`src/rtl/ic_pipe_pkg.sv`:
```
// Shared instruction-classification definitions: format/function codes and MIPS field constants.
package ic_pipe_pkg;

  localparam int WIDTH_FORMAT = 2;
  localparam int WIDTH_FUNC   = 3;
  localparam int NUM_CNT      = 8;

  typedef enum logic [WIDTH_FORMAT-1:0] {
    FORMAT_R = 2'd0,
    FORMAT_I = 2'd1,
    FORMAT_J = 2'd2
  } format_e;

  typedef enum logic [WIDTH_FUNC-1:0] {
    FUNC_CALC_R    = 3'd0,
    FUNC_CALC_I    = 3'd1,
    FUNC_MEM_READ  = 3'd2,
    FUNC_MEM_WRITE = 3'd3,
    FUNC_BRANCH    = 3'd4,
    FUNC_JUMP      = 3'd5,
    FUNC_MULTDIV   = 3'd6
  } func_e;

  localparam logic [5:0] OP_SPECIAL = 6'h00;
  localparam logic [5:0] OP_REGIMM  = 6'h01;
  localparam logic [5:0] OP_J       = 6'h02;
  localparam logic [5:0] OP_JAL     = 6'h03;
  localparam logic [4:0] RT_BLTZ    = 5'd0;
  localparam logic [4:0] RT_BGEZ    = 5'd1;

endpackage

```
`src/rtl/ic_pipe_if.sv`:
```
// Fetch-side and decode-side valid/ready bundle signals of the classification stage.
interface ic_pipe_if #(parameter int LANES = 2);

  logic                 in_valid;
  logic                 in_ready;
  logic [32*LANES-1:0]  in_instr;
  logic [LANES-1:0]     in_lane_valid;
  logic                 out_valid;
  logic                 out_ready;
  logic [32*LANES-1:0]  out_instr;
  logic [LANES-1:0]     out_lane_valid;
  logic [2*LANES-1:0]   out_format;
  logic [3*LANES-1:0]   out_func;
  logic [LANES-1:0]     out_unknown;

  modport master (
    output in_valid, in_instr, in_lane_valid, out_ready,
    input  in_ready, out_valid, out_instr, out_lane_valid, out_format, out_func, out_unknown
  );

  modport slave (
    input  in_valid, in_instr, in_lane_valid, out_ready,
    output in_ready, out_valid, out_instr, out_lane_valid, out_format, out_func, out_unknown
  );

endinterface

```
`src/rtl/ic_decode_lane.sv`:
```
// Combinational classifier of one 32-bit MIPS word into format, function class and unknown flag.
module ic_decode_lane
  import ic_pipe_pkg::*;
(
  input  logic [31:0] word,
  output format_e     format,
  output func_e       func,
  output logic        unknown
);

  logic [5:0] op;
  logic [5:0] funct;
  logic [4:0] rt;

  assign op    = word[31:26];
  assign funct = word[5:0];
  assign rt    = word[20:16];

  wire unused_fields = ^{word[25:21], word[15:6]};

  always_comb begin
    format  = FORMAT_R;
    func    = FUNC_CALC_R;
    unknown = 1'b0;
    case (op)
      OP_SPECIAL: begin
        case (funct)
          6'h00, 6'h02, 6'h03, 6'h04, 6'h06, 6'h07,
          6'h20, 6'h21, 6'h22, 6'h23, 6'h24, 6'h25, 6'h26, 6'h27,
          6'h2A, 6'h2B:                      func = FUNC_CALC_R;
          6'h08, 6'h09:                      func = FUNC_JUMP;
          6'h10, 6'h11, 6'h12, 6'h13,
          6'h18, 6'h19, 6'h1A, 6'h1B:        func = FUNC_MULTDIV;
          default:                           unknown = 1'b1;
        endcase
      end
      OP_REGIMM: begin
        if (rt == RT_BLTZ || rt == RT_BGEZ) begin
          format = FORMAT_I;
          func   = FUNC_BRANCH;
        end else begin
          unknown = 1'b1;
        end
      end
      OP_J, OP_JAL: begin
        format = FORMAT_J;
        func   = FUNC_JUMP;
      end
      6'h04, 6'h05, 6'h06, 6'h07: begin
        format = FORMAT_I;
        func   = FUNC_BRANCH;
      end
      6'h08, 6'h09, 6'h0A, 6'h0B, 6'h0C, 6'h0D, 6'h0E, 6'h0F: begin
        format = FORMAT_I;
        func   = FUNC_CALC_I;
      end
      6'h20, 6'h21, 6'h23, 6'h24, 6'h25: begin
        format = FORMAT_I;
        func   = FUNC_MEM_READ;
      end
      6'h28, 6'h29, 6'h2B: begin
        format = FORMAT_I;
        func   = FUNC_MEM_WRITE;
      end
      default: unknown = 1'b1;
    endcase
  end

endmodule

```
`src/rtl/ic_pipe.sv`:
```
// Registered instruction-classification FIFO stage between fetch and decode.
// Per-class performance counters are built only when IC_PIPE_PERF_CNT_EN is defined.
module ic_pipe
  import ic_pipe_pkg::*;
#(
  parameter int LANES = 2,
  parameter int DEPTH = 2,
  parameter int CNT_W = 16
) (
  input  logic             clk,
  input  logic             reset_n,
  input  logic             flush,
  ic_pipe_if.slave         bus,
  input  logic [2:0]       cnt_sel,
  input  logic             cnt_clr,
  output logic [CNT_W-1:0] cnt_data
);

  localparam int PTR_W   = (DEPTH > 1) ? $clog2(DEPTH) : 1;
  localparam int COUNT_W = $clog2(DEPTH + 1);
  localparam logic [PTR_W-1:0]   PTR_LAST = PTR_W'(DEPTH - 1);
  localparam logic [COUNT_W-1:0] DEPTH_C  = COUNT_W'(DEPTH);

  logic [2*LANES-1:0] cls_format;
  logic [3*LANES-1:0] cls_func;
  logic [LANES-1:0]   cls_unknown;

  generate
    for (genvar gi = 0; gi < LANES; gi++) begin : g_lane
      format_e lane_format;
      func_e   lane_func;
      logic    lane_unknown;

      ic_decode_lane u_decode (
        .word    (bus.in_instr[32*gi +: 32]),
        .format  (lane_format),
        .func    (lane_func),
        .unknown (lane_unknown)
      );

      assign cls_format[2*gi +: 2] = lane_format;
      assign cls_func[3*gi +: 3]   = lane_func;
      assign cls_unknown[gi]       = lane_unknown & bus.in_lane_valid[gi];
    end
  endgenerate

  logic [COUNT_W-1:0] count_reg;
  logic [PTR_W-1:0]   wr_ptr_reg;
  logic [PTR_W-1:0]   rd_ptr_reg;
  logic               push;
  logic               pop;

  logic [32*LANES-1:0] mem_instr   [DEPTH];
  logic [LANES-1:0]    mem_lane_valid [DEPTH];
  logic [2*LANES-1:0]  mem_format  [DEPTH];
  logic [3*LANES-1:0]  mem_func    [DEPTH];
  logic [LANES-1:0]    mem_unknown [DEPTH];

  // Readiness is occupancy-only, so a full FIFO refuses a push even while popping.
  assign bus.in_ready  = (count_reg < DEPTH_C);
  assign bus.out_valid = (count_reg != '0);
  assign push = bus.in_valid && bus.in_ready && !flush;
  assign pop  = bus.out_valid && bus.out_ready;

  always_ff @(posedge clk or negedge reset_n) begin
    if (!reset_n) begin
      count_reg  <= '0;
      wr_ptr_reg <= '0;
      rd_ptr_reg <= '0;
    end else if (flush) begin
      count_reg  <= '0;
      wr_ptr_reg <= '0;
      rd_ptr_reg <= '0;
    end else begin
      if (push) wr_ptr_reg <= (wr_ptr_reg == PTR_LAST) ? '0 : wr_ptr_reg + PTR_W'(1);
      if (pop)  rd_ptr_reg <= (rd_ptr_reg == PTR_LAST) ? '0 : rd_ptr_reg + PTR_W'(1);
      case ({push, pop})
        2'b10:   count_reg <= count_reg + COUNT_W'(1);
        2'b01:   count_reg <= count_reg - COUNT_W'(1);
        default: count_reg <= count_reg;
      endcase
    end
  end

  always_ff @(posedge clk) begin
    if (push) begin
      mem_instr[wr_ptr_reg]      <= bus.in_instr;
      mem_lane_valid[wr_ptr_reg] <= bus.in_lane_valid;
      mem_format[wr_ptr_reg]     <= cls_format;
      mem_func[wr_ptr_reg]       <= cls_func;
      mem_unknown[wr_ptr_reg]    <= cls_unknown;
    end
  end

  assign bus.out_instr      = bus.out_valid ? mem_instr[rd_ptr_reg]      : '0;
  assign bus.out_lane_valid = bus.out_valid ? mem_lane_valid[rd_ptr_reg] : '0;
  assign bus.out_format     = bus.out_valid ? mem_format[rd_ptr_reg]     : '0;
  assign bus.out_func       = bus.out_valid ? mem_func[rd_ptr_reg]       : '0;
  assign bus.out_unknown    = bus.out_valid ? mem_unknown[rd_ptr_reg]    : '0;

`ifdef IC_PIPE_PERF_CNT_EN
  localparam int INC_W = $clog2(LANES + 1);
  localparam logic [CNT_W-1:0] CNT_MAX = '1;

  logic [CNT_W-1:0] cnt_view [NUM_CNT];

  generate
    for (genvar gi = 0; gi < NUM_CNT; gi++) begin : g_cnt
      localparam logic [2:0] CODE = 3'(gi);
      logic [INC_W-1:0] inc;
      logic [CNT_W:0]   sum;
      logic [CNT_W-1:0] value_reg;

      // The last counter tallies unknown lanes; the rest tally their function code.
      always_comb begin
        inc = '0;
        for (int k = 0; k < LANES; k++) begin
          if (bus.in_lane_valid[k] &&
              ((gi == NUM_CNT - 1) ? cls_unknown[k] : (cls_func[3*k +: 3] == CODE)))
            inc = inc + INC_W'(1);
        end
      end

      assign sum = {1'b0, value_reg} + (CNT_W + 1)'(inc);

      always_ff @(posedge clk or negedge reset_n) begin
        if (!reset_n)
          value_reg <= '0;
        else if (cnt_clr)
          value_reg <= '0;
        else if (push)
          value_reg <= sum[CNT_W] ? CNT_MAX : sum[CNT_W-1:0];
      end

      assign cnt_view[gi] = value_reg;
    end
  endgenerate

  assign cnt_data = cnt_view[cnt_sel];
`else
  wire unused_cnt_ctrl = ^{cnt_sel, cnt_clr};
  assign cnt_data = '0;
`endif

endmodule

```
`src/flat_wrapper.sv`:
```
// flat-port wrapper written by rule: the top's interface ports become plain ports
module ic_pipe_flat import ic_pipe_pkg::*;
#(
  parameter int LANES = 2,
  parameter int DEPTH = 2,
  parameter int CNT_W = 16
)
  (clk, reset_n, flush, cnt_sel, cnt_clr, cnt_data, bus_in_valid, bus_in_instr, bus_in_lane_valid, bus_out_ready, bus_in_ready, bus_out_valid, bus_out_instr, bus_out_lane_valid, bus_out_format, bus_out_func, bus_out_unknown);
  ic_pipe_if #(.LANES(LANES)) bus_i ();
  input  logic clk;
  input  logic reset_n;
  input  logic flush;
  input  logic [2:0] cnt_sel;
  input  logic cnt_clr;
  output logic [CNT_W-1:0] cnt_data;
  input wire logic [$bits(bus_i.in_valid)-1:0] bus_in_valid;
  input wire logic [$bits(bus_i.in_instr)-1:0] bus_in_instr;
  input wire logic [$bits(bus_i.in_lane_valid)-1:0] bus_in_lane_valid;
  input wire logic [$bits(bus_i.out_ready)-1:0] bus_out_ready;
  output wire logic [$bits(bus_i.in_ready)-1:0] bus_in_ready;
  output wire logic [$bits(bus_i.out_valid)-1:0] bus_out_valid;
  output wire logic [$bits(bus_i.out_instr)-1:0] bus_out_instr;
  output wire logic [$bits(bus_i.out_lane_valid)-1:0] bus_out_lane_valid;
  output wire logic [$bits(bus_i.out_format)-1:0] bus_out_format;
  output wire logic [$bits(bus_i.out_func)-1:0] bus_out_func;
  output wire logic [$bits(bus_i.out_unknown)-1:0] bus_out_unknown;
  assign bus_i.in_valid = bus_in_valid;
  assign bus_i.in_instr = bus_in_instr;
  assign bus_i.in_lane_valid = bus_in_lane_valid;
  assign bus_i.out_ready = bus_out_ready;
  assign bus_in_ready = bus_i.in_ready;
  assign bus_out_valid = bus_i.out_valid;
  assign bus_out_instr = bus_i.out_instr;
  assign bus_out_lane_valid = bus_i.out_lane_valid;
  assign bus_out_format = bus_i.out_format;
  assign bus_out_func = bus_i.out_func;
  assign bus_out_unknown = bus_i.out_unknown;
  ic_pipe #(.LANES(LANES), .DEPTH(DEPTH), .CNT_W(CNT_W)) u_core (.clk(clk), .reset_n(reset_n), .flush(flush), .bus(bus_i), .cnt_sel(cnt_sel), .cnt_clr(cnt_clr), .cnt_data(cnt_data));
endmodule
```
`config.mk`:
```
export PLATFORM = sky130hd
export DESIGN_NAME = ic_pipe_flat
export DESIGN_NICKNAME = d
export VERILOG_FILES = /design/src/rtl/ic_pipe_pkg.sv /design/src/rtl/ic_pipe_if.sv /design/src/rtl/ic_decode_lane.sv /design/src/rtl/ic_pipe.sv /design/src/flat_wrapper.sv
export SDC_FILE = /design/constraint.sdc
export NUM_CORES = 1
export LEC_CHECK = 0
export ABC_AREA = 1
export ABC_CLOCK_PERIOD_IN_PS = 5000
export CORE_UTILIZATION = 49
export DETAILED_ROUTE_END_ITERATION = 8
export PLACE_DENSITY = 0.8
export SLEW_MARGIN = 5
export SYNTH_ARGS = -nofsm -noshare
export SYNTH_HDL_FRONTEND = slang
export SYNTH_SLANG_ARGS = --single-unit
```
`constraint.sdc`:
```
create_clock -name clk -period 5 [get_ports clk]
set_clock_uncertainty 0.1 [all_clocks]
set_input_delay 1 -clock clk [delete_from_list [all_inputs] [get_ports clk]]
set_output_delay 1 -clock clk [all_outputs]
set_load 0.02 [all_outputs]
```
After elaboration in Yosys (flattened, before gate mapping). Memory sizes are Yosys's and may differ from the RTL's. Index checks and enable logic that the tools add are counted.

Register bits: 4. Bits in writable memories: 156. Input bits: 75. Output and inout port bits: 96. Logic and storage cells: 182. Memories: 5.

Memories: u_core.mem_instr (words 2, bits a word 64, rd ports 1, clocked after Yosys merged registers in 0, wr ports 1, line ic_pipe.sv:53) `logic [32*LANES-1:0] mem_instr [DEPTH];`; u_core.mem_func (words 2, bits a word 6, rd ports 1, clocked after Yosys merged registers in 0, wr ports 1, line ic_pipe.sv:56) `logic [3*LANES-1:0] mem_func [DEPTH];`; u_core.mem_format (words 2, bits a word 4, rd ports 1, clocked after Yosys merged registers in 0, wr ports 1, line ic_pipe.sv:55) `logic [2*LANES-1:0] mem_format [DEPTH];`; u_core.mem_lane_valid (words 2, bits a word 2, rd ports 1, clocked after Yosys merged registers in 0, wr ports 1, line ic_pipe.sv:54) `logic [LANES-1:0] mem_lane_valid [DEPTH];`; u_core.mem_unknown (words 2, bits a word 2, rd ports 1, clocked after Yosys merged registers in 0, wr ports 1, line ic_pipe.sv:57) `logic [LANES-1:0] mem_unknown [DEPTH];`.

Add/subtract/negate cells: 4. $lt $le $gt $ge: 1. Equality and inequality tests: 100. Mux-type cells: 31. Bitwise gates (word level): 2. Reductions and logical operators: 36.

Operators by type and width (number): $eq A6 B6 Y1 const B (36); $eq A6 B4 Y1 const B (20); $eq A6 B5 Y1 const B (16); $eq A6 B3 Y1 const B (14); $mux W64 (1); $reduce_or A26 Y1 (2); $eq A6 B2 Y1 const B (8); $reduce_or A22 Y1 (2); $pmux W3 S7 (2); $reduce_or A20 Y1 (2); $reduce_or A8 Y1 (4); $logic_not A6 Y1 (4); $mux W1 (14); $eq A6 B1 Y1 const B (2); $pmux W2 S3 (2); $pmux W3 S2 (2); $eq A5 B1 Y1 const B (2); $logic_not A5 Y1 (2); $reduce_or A5 Y1 (2); $reduce_or A2 Y1 (4); $reduce_or A4 Y1 (2); $mux W2 (3); $mux W3 (2); $mux W6 (1); 16 further kinds (25).

Longest topological paths before layout.
Word-level depth: 6. Mapped depth: 9.

Cells and area by module. From an unflattened synthesis, not the netlist that was laid out.

Cells, all modules: 601. Area total of the unflattened synthesis: 6741.5 um^2.

By module, submodules not included: ic_pipe (instances 1, cells an instance 473, area an instance 6198.4 um^2, sequential area each 4784.6 um^2); ic_decode_lane (instances 2, cells an instance 64, area an instance 271.5 um^2, sequential area each 0.0 um^2).

Worst setup path before layout. OpenSTA, ideal clock, no wires.

Path kind: input port to flip-flop. From: in flush. To: mem u_core.mem_format[0][0] (netlist bit) (enable). Setup time: 0.515 ns. Arrival: 4.512 ns. Required time: 4.385 ns. Setup slack: -0.127 ns. Cell stages on the path: 3. Cells stage by stage: inv_1 nand2_2 nor2_1.

Word-level cells in the longest chain between the ends: 4.

Ends and longest elaborated chain: start: declaration (line flat_wrapper.sv:12) `input logic flush;`; $logic_not A1 Y1 (line ic_pipe.sv:62) `assign push = bus.in_valid && bus.in_ready && !flush;`; $logic_and A1 B1 Y1 (line ic_pipe.sv:62); $mux W1 (line ic_pipe.sv:86) `if (push) begin`; $mux W1 (not written as such) (line ic_pipe.sv:89) `mem_format[wr_ptr_reg] <= cls_format;`; end: declaration (line ic_pipe.sv:55).

Every way passes these cells.

Worst setup path after layout.
From: reg u_core.rd_ptr_reg. To: out bus_out_func[5].

Word-level cells in the longest chain between the ends: 2.

Ends and longest elaborated chain: start: declaration (line ic_pipe.sv:49) `logic [PTR_W-1:0] rd_ptr_reg;`; start signal: assignment (line ic_pipe.sv:76) `if (pop) rd_ptr_reg <= (rd_ptr_reg == PTR_LAST) ? '0 : rd_ptr_reg + PTR_W'(1);`; $mem_v2 Z2 W6; $mux W6 (line ic_pipe.sv:98) `assign bus.out_func = bus.out_valid ? mem_func[rd_ptr_reg] : '0;`; end: declaration (line flat_wrapper.sv:25) `output wire logic [$bits(bus_i.out_func)-1:0] bus_out_func;`.

Every way passes these cells.

==> results_dict.tcl <==
set metrics [dict create \
    io_buffers 150 \
    viasPerCell 5.16 \
    grt_pass1_wl_mm 23.4 \
    pwr-share-seq_pct 38.2 \
    synth_largest_area_cell "edfxtp_1" \
    critPathArrivalTime_ns 2.66 \
    fin_nets 814 \
    p_leak_nw 3.32 \
    cts_hold_buf 0 \
    grt_start_max_net_pins 81 \
    coreArea_mm2 0.0133 \
    drcViolationCount 0 \
    start_util_pct 50.4 \
    clock_path_buffers 2 \
    max_cap_viol_count 0 \
    synthArstFlopShare_pct 2.50 \
    vias 4790 \
    clock_power_share_pct 30.2 \
    p_sw_mw 1.35 \
    routed_wl_mm 14.7 \
    ant_nets 0 \
    yosysWarnings 0 \
    yosys_register_bits 160 \
    crit_slowest_cell "clkdlybuf4s50_1" \
    cts-root-buf "clkbuf_16" \
    finalPower_mw 4.26 \
    netlist_area_mm2 0.00670 \
    cp_max_fo 40 \
    cts_tree "built" \
    synthTopCellsByArea "edfxtp_1 70%, nand2_1 11%, a21oi_1 6.0%" \
    hold_class "reg -> reg" \
    clk_latency_ns 0.42 \
    clock-sinks 160 \
    crit_family "buffers and inverters" \
    required_ns 3.90 \
    rows 42 \
    status "finished, final reports clean" \
    pwr-share-comb_pct 31.6 \
    fin_tns_setup_ns 0 \
    numCtsBuffers 17 \
    synth_top_area_share_pct 70.0 \
    grt_setup_unrepaired "no" \
    setup_violations 0 \
    post_drt_wl_per_cell_um 15.8 \
    drive_above_1_share_pct 6.91 \
    die_h_um 119 \
    num-fill-cells 992 \
    drtIter0Drc 322 \
    path_clk_slew_ns 0.06 \
    start_kind "flop" \
    critPathKind "reg -> out" \
    n_antenna_cell 0 \
    die_x_um 119 \
    max_slew.worst_pin.slew_ns 0.884 \
    first_pass_iters 5 \
    ioPinCount 171 \
    dieArea_mm2 0.0141 \
    switching_share_pct 31.6 \
    gp_congestion 0.835 \
    cts_setup_buffers 0 \
    crit_buf_inv 3 \
    synth-edff-count 156 \
    netlist-cell-type-count 25 \
    ir_drop_v 0.000309 \
    period_minus_slack_ns 3.76 \
    grt_pass1_vias 4858 \
    antenna_found_initial 0 \
    areaGrowthSynthToFinish_pct 33.1 \
    grt-ovfl-total 0 \
    ctsResizeCount 0 \
    power.density_mw_per_mm2 479 \
    p_int_mw 2.91 \
    end_kind "output port" \
    report.final.slew_viol_count 0 \
    final_hold_viol_count 0 \
    period_share_pct 75.1 \
    reg.largest.list "u_core.mem_instr (128), u_core.mem_func (12), u_core.mem_format (8)" \
    post-dp-hpwl_mm 9.13 \
    max_stage_delay_ns 0.67 \
    htree_levels 4 \
    largest_reg_flops 128 \
    cp_cell_sequence "inv_2 -> buf_4 -> nand2_1 -> a21oi_1 -> clkdlybuf4s50_1" \
    synth_ff_type "edfxtp_1" \
    largest-register "u_core.mem_instr" \
    ys_seq_area_share_pct 71.5 \
    syn_area_per_cell_um2 11.4 \
    grt_use_total_pct 21.9 \
    fmax_mhz 266 \
    syn_inst 589 \
    slew_headroom_pct 41.1 \
]
==> routing by layer <==
| metal | wire length, um | GRT usage [%] | vias to the layer above |
|---|---|---|---|
| met5 | 0 | 0 | - |
| li1 | - | - | 2291 |
| met4 | 257 | 9.18 | 0 |
| met2 | 7620 | 38.1 | 178 |
| met1 | 5850 | 25.1 | 2297 |
| met3 | 979 | 6.42 | 24 |
==> kinds of logic (layout without fill, tap and decap cells) <==
logic type / count (synthesis) / after routing / share of synthesized area, %
other cells: 1 / 16 / 0.0560
flops: 160 / 160 / 71.5
simple gates: 266 / 266 / 16.2
compound gates: 86 / 86 / 6.52
buf+inv: 76 / 224 / 5.76
==> cell type report <==
type                    instances  area [um^2]  share of cell area (%)
flip-flops and latches        160         4790                    53.7
multi-input cells             368         1600                    17.9
clock inverters                14          166                    1.87
well taps                     176          220                    2.47
clock buffers                  18          429                    4.82
repair buffers                157         1580                    17.7
inverters                      35          131                    1.47
==> path summary, 6_finish.rpt <==
check,slack [ns],endpoint,start,cells after the start
setup / recovery,1.24,bus_out_func[5],u_core.rd_ptr_reg$_DFFE_PN0P_,5
hold / removal,0.48,u_core.wr_ptr_reg$_DFFE_PN0P_,u_core.wr_ptr_reg$_DFFE_PN0P_,1
setup reg to reg,2.76,u_core.mem_instr[0][49]$_DFFE_PP_,u_core.count_reg[1]$_DFFE_PN0P_,6
hold reg to reg,0.48,u_core.wr_ptr_reg$_DFFE_PN0P_,u_core.wr_ptr_reg$_DFFE_PN0P_,1
max in group asynchronous,3.95,u_core.rd_ptr_reg$_DFFE_PN0P_,reset_n,1
min in group asynchronous,0.67,u_core.count_reg[0]$_DFFE_PN0P_,reset_n,1
==> worst register-to-register path, cell delays in order (launching register included) <==
cell and delay (ns):
dfrtp_1 0.46, inv_2 0.10, nand2_2 0.09, inv_2 0.08, nand2_2 0.09, nor2_4 0.54
buf_12 0.37
==> stage by stage <==
step	setup WS (ns)	area, um^2	hold slack, ns	utilization [%]	std cells
6_report	1.24	8910	0.476	67.0	928
5_1_grt	1.07	8910	0.508	67.0	928
4_1_cts	1.18	8910	0.476	67.0	928
3_5_place_dp	1.68	8310	0.468	62.5	896
3_3_place_gp	1.69	8310	0.433	62.5	896
2_1_floorplan	1.19	6760	0.378	-	604
==> cells in the mapped netlist, types with 2 or more instances <==
cell type / n
nand3_1: 21
edfxtp_1: 156
inv_1: 32
buf_2: 14
inv_2: 3
nand4_1: 6
o21ai_0: 2
buf_4: 22
nand2_2: 3
nand2_1: 200
nor3_1: 2
nor2_2: 2
o211ai_1: 2
clkbuf_1: 5
nor2_1: 26
dfrtp_1: 4
a21oi_1: 80
nor2_4: 2
==> layout by cell type, fill, tap and decap left out, types with 2 or more instances in the layout <==
cell type / netlist / final
clkinv_2: 0 / 3
buf_12: 0 / 2
dfrtp_1: 4 / 3
o21ai_0: 2 / 2
conb_1: 1 / 16
a21oi_1: 80 / 80
clkinv_4: 0 / 3
nor2_1: 26 / 24
clkdlybuf4s50_1: 0 / 150
nor2_4: 2 / 4
bufinv_16: 0 / 3
clkbuf_16: 0 / 17
inv_1: 32 / 32
nor3_1: 2 / 2
buf_4: 22 / 5
nor2_2: 2 / 2
edfxtp_1: 156 / 156
nand2_2: 3 / 3
nand4_1: 6 / 6
nand2_1: 200 / 200
o211ai_1: 2 / 2
clkinvlp_4: 0 / 3
inv_2: 3 / 3
nand3_1: 21 / 21
==> power groups by stage <==
stage | Sequential [mW] | Clock (mW) | Combinational, mW
4_1_cts | 1.63 | 1.30 | 1.36
2_1_floorplan | 1.65 | 0 | 0.744
6_report | 1.63 | 1.29 | 1.35
5_1_grt | 1.64 | 1.36 | 1.45
3_3_place_gp | 1.65 | 0 | 1.33
3_5_place_dp | 1.66 | 0 | 1.35
Power figures use the tool's default switching activity.
==> RTL change: new RTL, config.mk and constraints unchanged <==
`DEPTH` is set to 2 in 2 places; all go to 1.
--- a/src/rtl/ic_pipe.sv
+++ b/src/rtl/ic_pipe.sv
@@ -6,3 +6,3 @@
   parameter int LANES = 2,
-  parameter int DEPTH = 2,
+  parameter int DEPTH = 1,
   parameter int CNT_W = 16
--- a/src/flat_wrapper.sv
+++ b/src/flat_wrapper.sv
@@ -4,3 +4,3 @@
   parameter int LANES = 2,
-  parameter int DEPTH = 2,
+  parameter int DEPTH = 1,
   parameter int CNT_W = 16
Check against the original RTL: not equivalent (a bounded check fails within 4 cycles, from zero or initial values and one cycle with reset_n low).
==> RTL change against the unedited design <==
- power shrank 64%
- largest cell class unchanged
- sequential power shrank 52%
- design area shrank 39%
- routed wire length shrank 45%
- sequential cell count shrank 81
- setup slack gained 0.18 ns
- via count shrank 39%
- cell count shrank 31%
- synthesized area shrank 45%
==> RTL change: results (changes against the unedited design) <==
Synth
  – Post-synth ARST share: 1.266% (-1.2 points)
  – Post-synth cell types: 21 (-16%)
  – Area contributors post-synth: edfxtp_1, nand2_1, inv_1
  – Seq/Total Area, Yosys: 64.31% (-7.2 points)
  – Commonest cells in the netlist: nand2_1, inv_1, edfxtp_1, nor2_1, nand3_1
  – Synth Warn #: 0 (unchanged)
  – EDFF count, synth: 78 (-50%)
  – Syn_area_per_cell: 9.586 um^2 (-16%)

Hold path
  – Hold Crit Class: in2async

Drt
  – TritonRoute pass-1 iters: 4 (-1)
  – WL/cell: 12.57 um (-21%)
  – WL met2: 4139 um (-46%)
  – DR DRC count: 0 (unchanged)
  – DRT iter0 DRCs: 269 (-16%)
  – DR WL met3: 551 um (-44%)
  – Top layer in use: met4
  – Met1 Routed Length: 3012 um (-48%)
  – Vias per cell: 4.544 (-12%)

Worst setup path
  – Slowest stage delay, CP: 0.86 ns (+0.19 ns)
  – CP max stage cell: dfrtp_2
  – Worst path top cell family by delay: buffers and inverters
  – Crit-path max FO: 47 (+18%)

Final layout
  – Final-stage net count: 612 (-25%)
  – Largest regs: u_core.mem_instr: 64 flops, u_core.mem_func: 6 flops, u_core.mem_format: 4 flops
  – Final cell count without fillers: 641 (-31%)
  – ANT cells: 0 (unchanged)
  – Share of cells above drive strength 1: 4.797% (-2.1 points)

Placed design
  – DP Area: 5228 um^2 (-37%)
  – Port Buffers: 150 (unchanged)
  – Pre-CTS setup slack: 1.753 ns (+0.07092 ns)
  – DP HPWL: 5938 um (-35%)
  – Gp weighted congestion: 0.9185 (+10%)
  – Placed Cells incl. Taps: 625 (-30%)

Power and ir drop
  – Peak supply drop: 0.2121 mV (-31%)
  – P_clk: 0.000500 W (-61%)
  – Switch share: 24.37% (-7.3 points)
  – Comb power: 0.000267 W (-80%)
  – Clock power frac: 32.4% (+2.2 points)
  – LEAKAGE: 2.596 nW (-22%)

Global route
  – Global-route wire length before repair: 12200 um (-48%)
  – Largest net degree at the start of global routing: 80 (-1.2%)
  – Initial antenna violation count: 0 (unchanged)
  – Total global-route track usage: 21.18% (-0.68 points)
  – Vias in the first global route: 2629 (-46%)

Clock tree
  – CTS buffer count: 9 (-8)
  – Worst-path clk slew: 0.08 ns (+0.02 ns)
  – Postcts setup bufs: 0 (unchanged)
  – H-tree Lvls: 3 (-1)
  – Clk buf depth: 2 (unchanged)
  – Post-CTS sizing: 0 (unchanged)
  – CTS root buf: clkbuf_8
  – Worst skew pair latency: 0.33 ns (-0.09 ns)

STA
  – Relative slew slack: 34.37% (-6.7 points)

Run status
  – Outcome: completed
==> RTL change: cell types whose count changed in the layout (fill, tap and decap cells not counted), sizes merged, moves of 2 or more <==
| cell | change |
|---|---|
| a21oi | -78 |
| buf | -5 |
| clkbuf | -8 |
| clkinv | -3 |
| clkinvlp | -3 |
| dfrtp | -3 |
| edfxtp | -78 |
| inv | +66 |
| nand2 | -98 |
| nand3 | -3 |
| nor2 | +3 |
| nor3 | +4 |
| o211ai | -2 |
==> RTL change: final timing paths <==
check                                           to                 start  slack [ns]  depth (start not counted)
min                           u_core.bus.out_valid               reset_n        0.70                          1
max in group asynchronous     u_core.bus.out_valid               reset_n        3.98                          1
max reg2reg                u_core.mem_instr[0][29]  u_core.bus.out_valid        2.68                          4
max                              bus_out_instr[28]  u_core.bus.out_valid        1.42                          4
min reg2reg                   u_core.bus.out_valid  u_core.bus.out_valid        1.06                          3
min in group clk              u_core.bus.out_valid  u_core.bus.out_valid        1.06                          3
==> RTL change: final cells by class <==
cell class	count	area (um^2)
repair buffers	152	1516
inverters	102	382.9
well taps	99	123.9
fillers	508	1813
clock buffers	10	127.6
multi-input cells	193	835.8
flip-flops and latches	79	2369
clock inverters	6	85.08
==> RTL change: worst reg2reg max path, delay by kind of cell (launching register included) <==
family	cells	cell delay, ns
DFF	1	0.68
buffers and inverters	2	0.95
and+or+nand+nor	2	0.18
==> RTL change: cell families after synthesis <==
kind of cell           synth area share, %
AND/OR/NAND/NOR                      19.99
buffers and inverters                14.72
flip-flops                           64.31
AO/OA/AOI/OAI                       0.8837
other                               0.1019
==> RTL change: routing by layer <==
metal / GRT usage [%] / vias to the layer above
li1: - / 1452
met1: 22.24 / 1319
met2: 38.39 / 116
met3: 4.291 / 26
met4: 13.93 / 0
met5: 0 / -
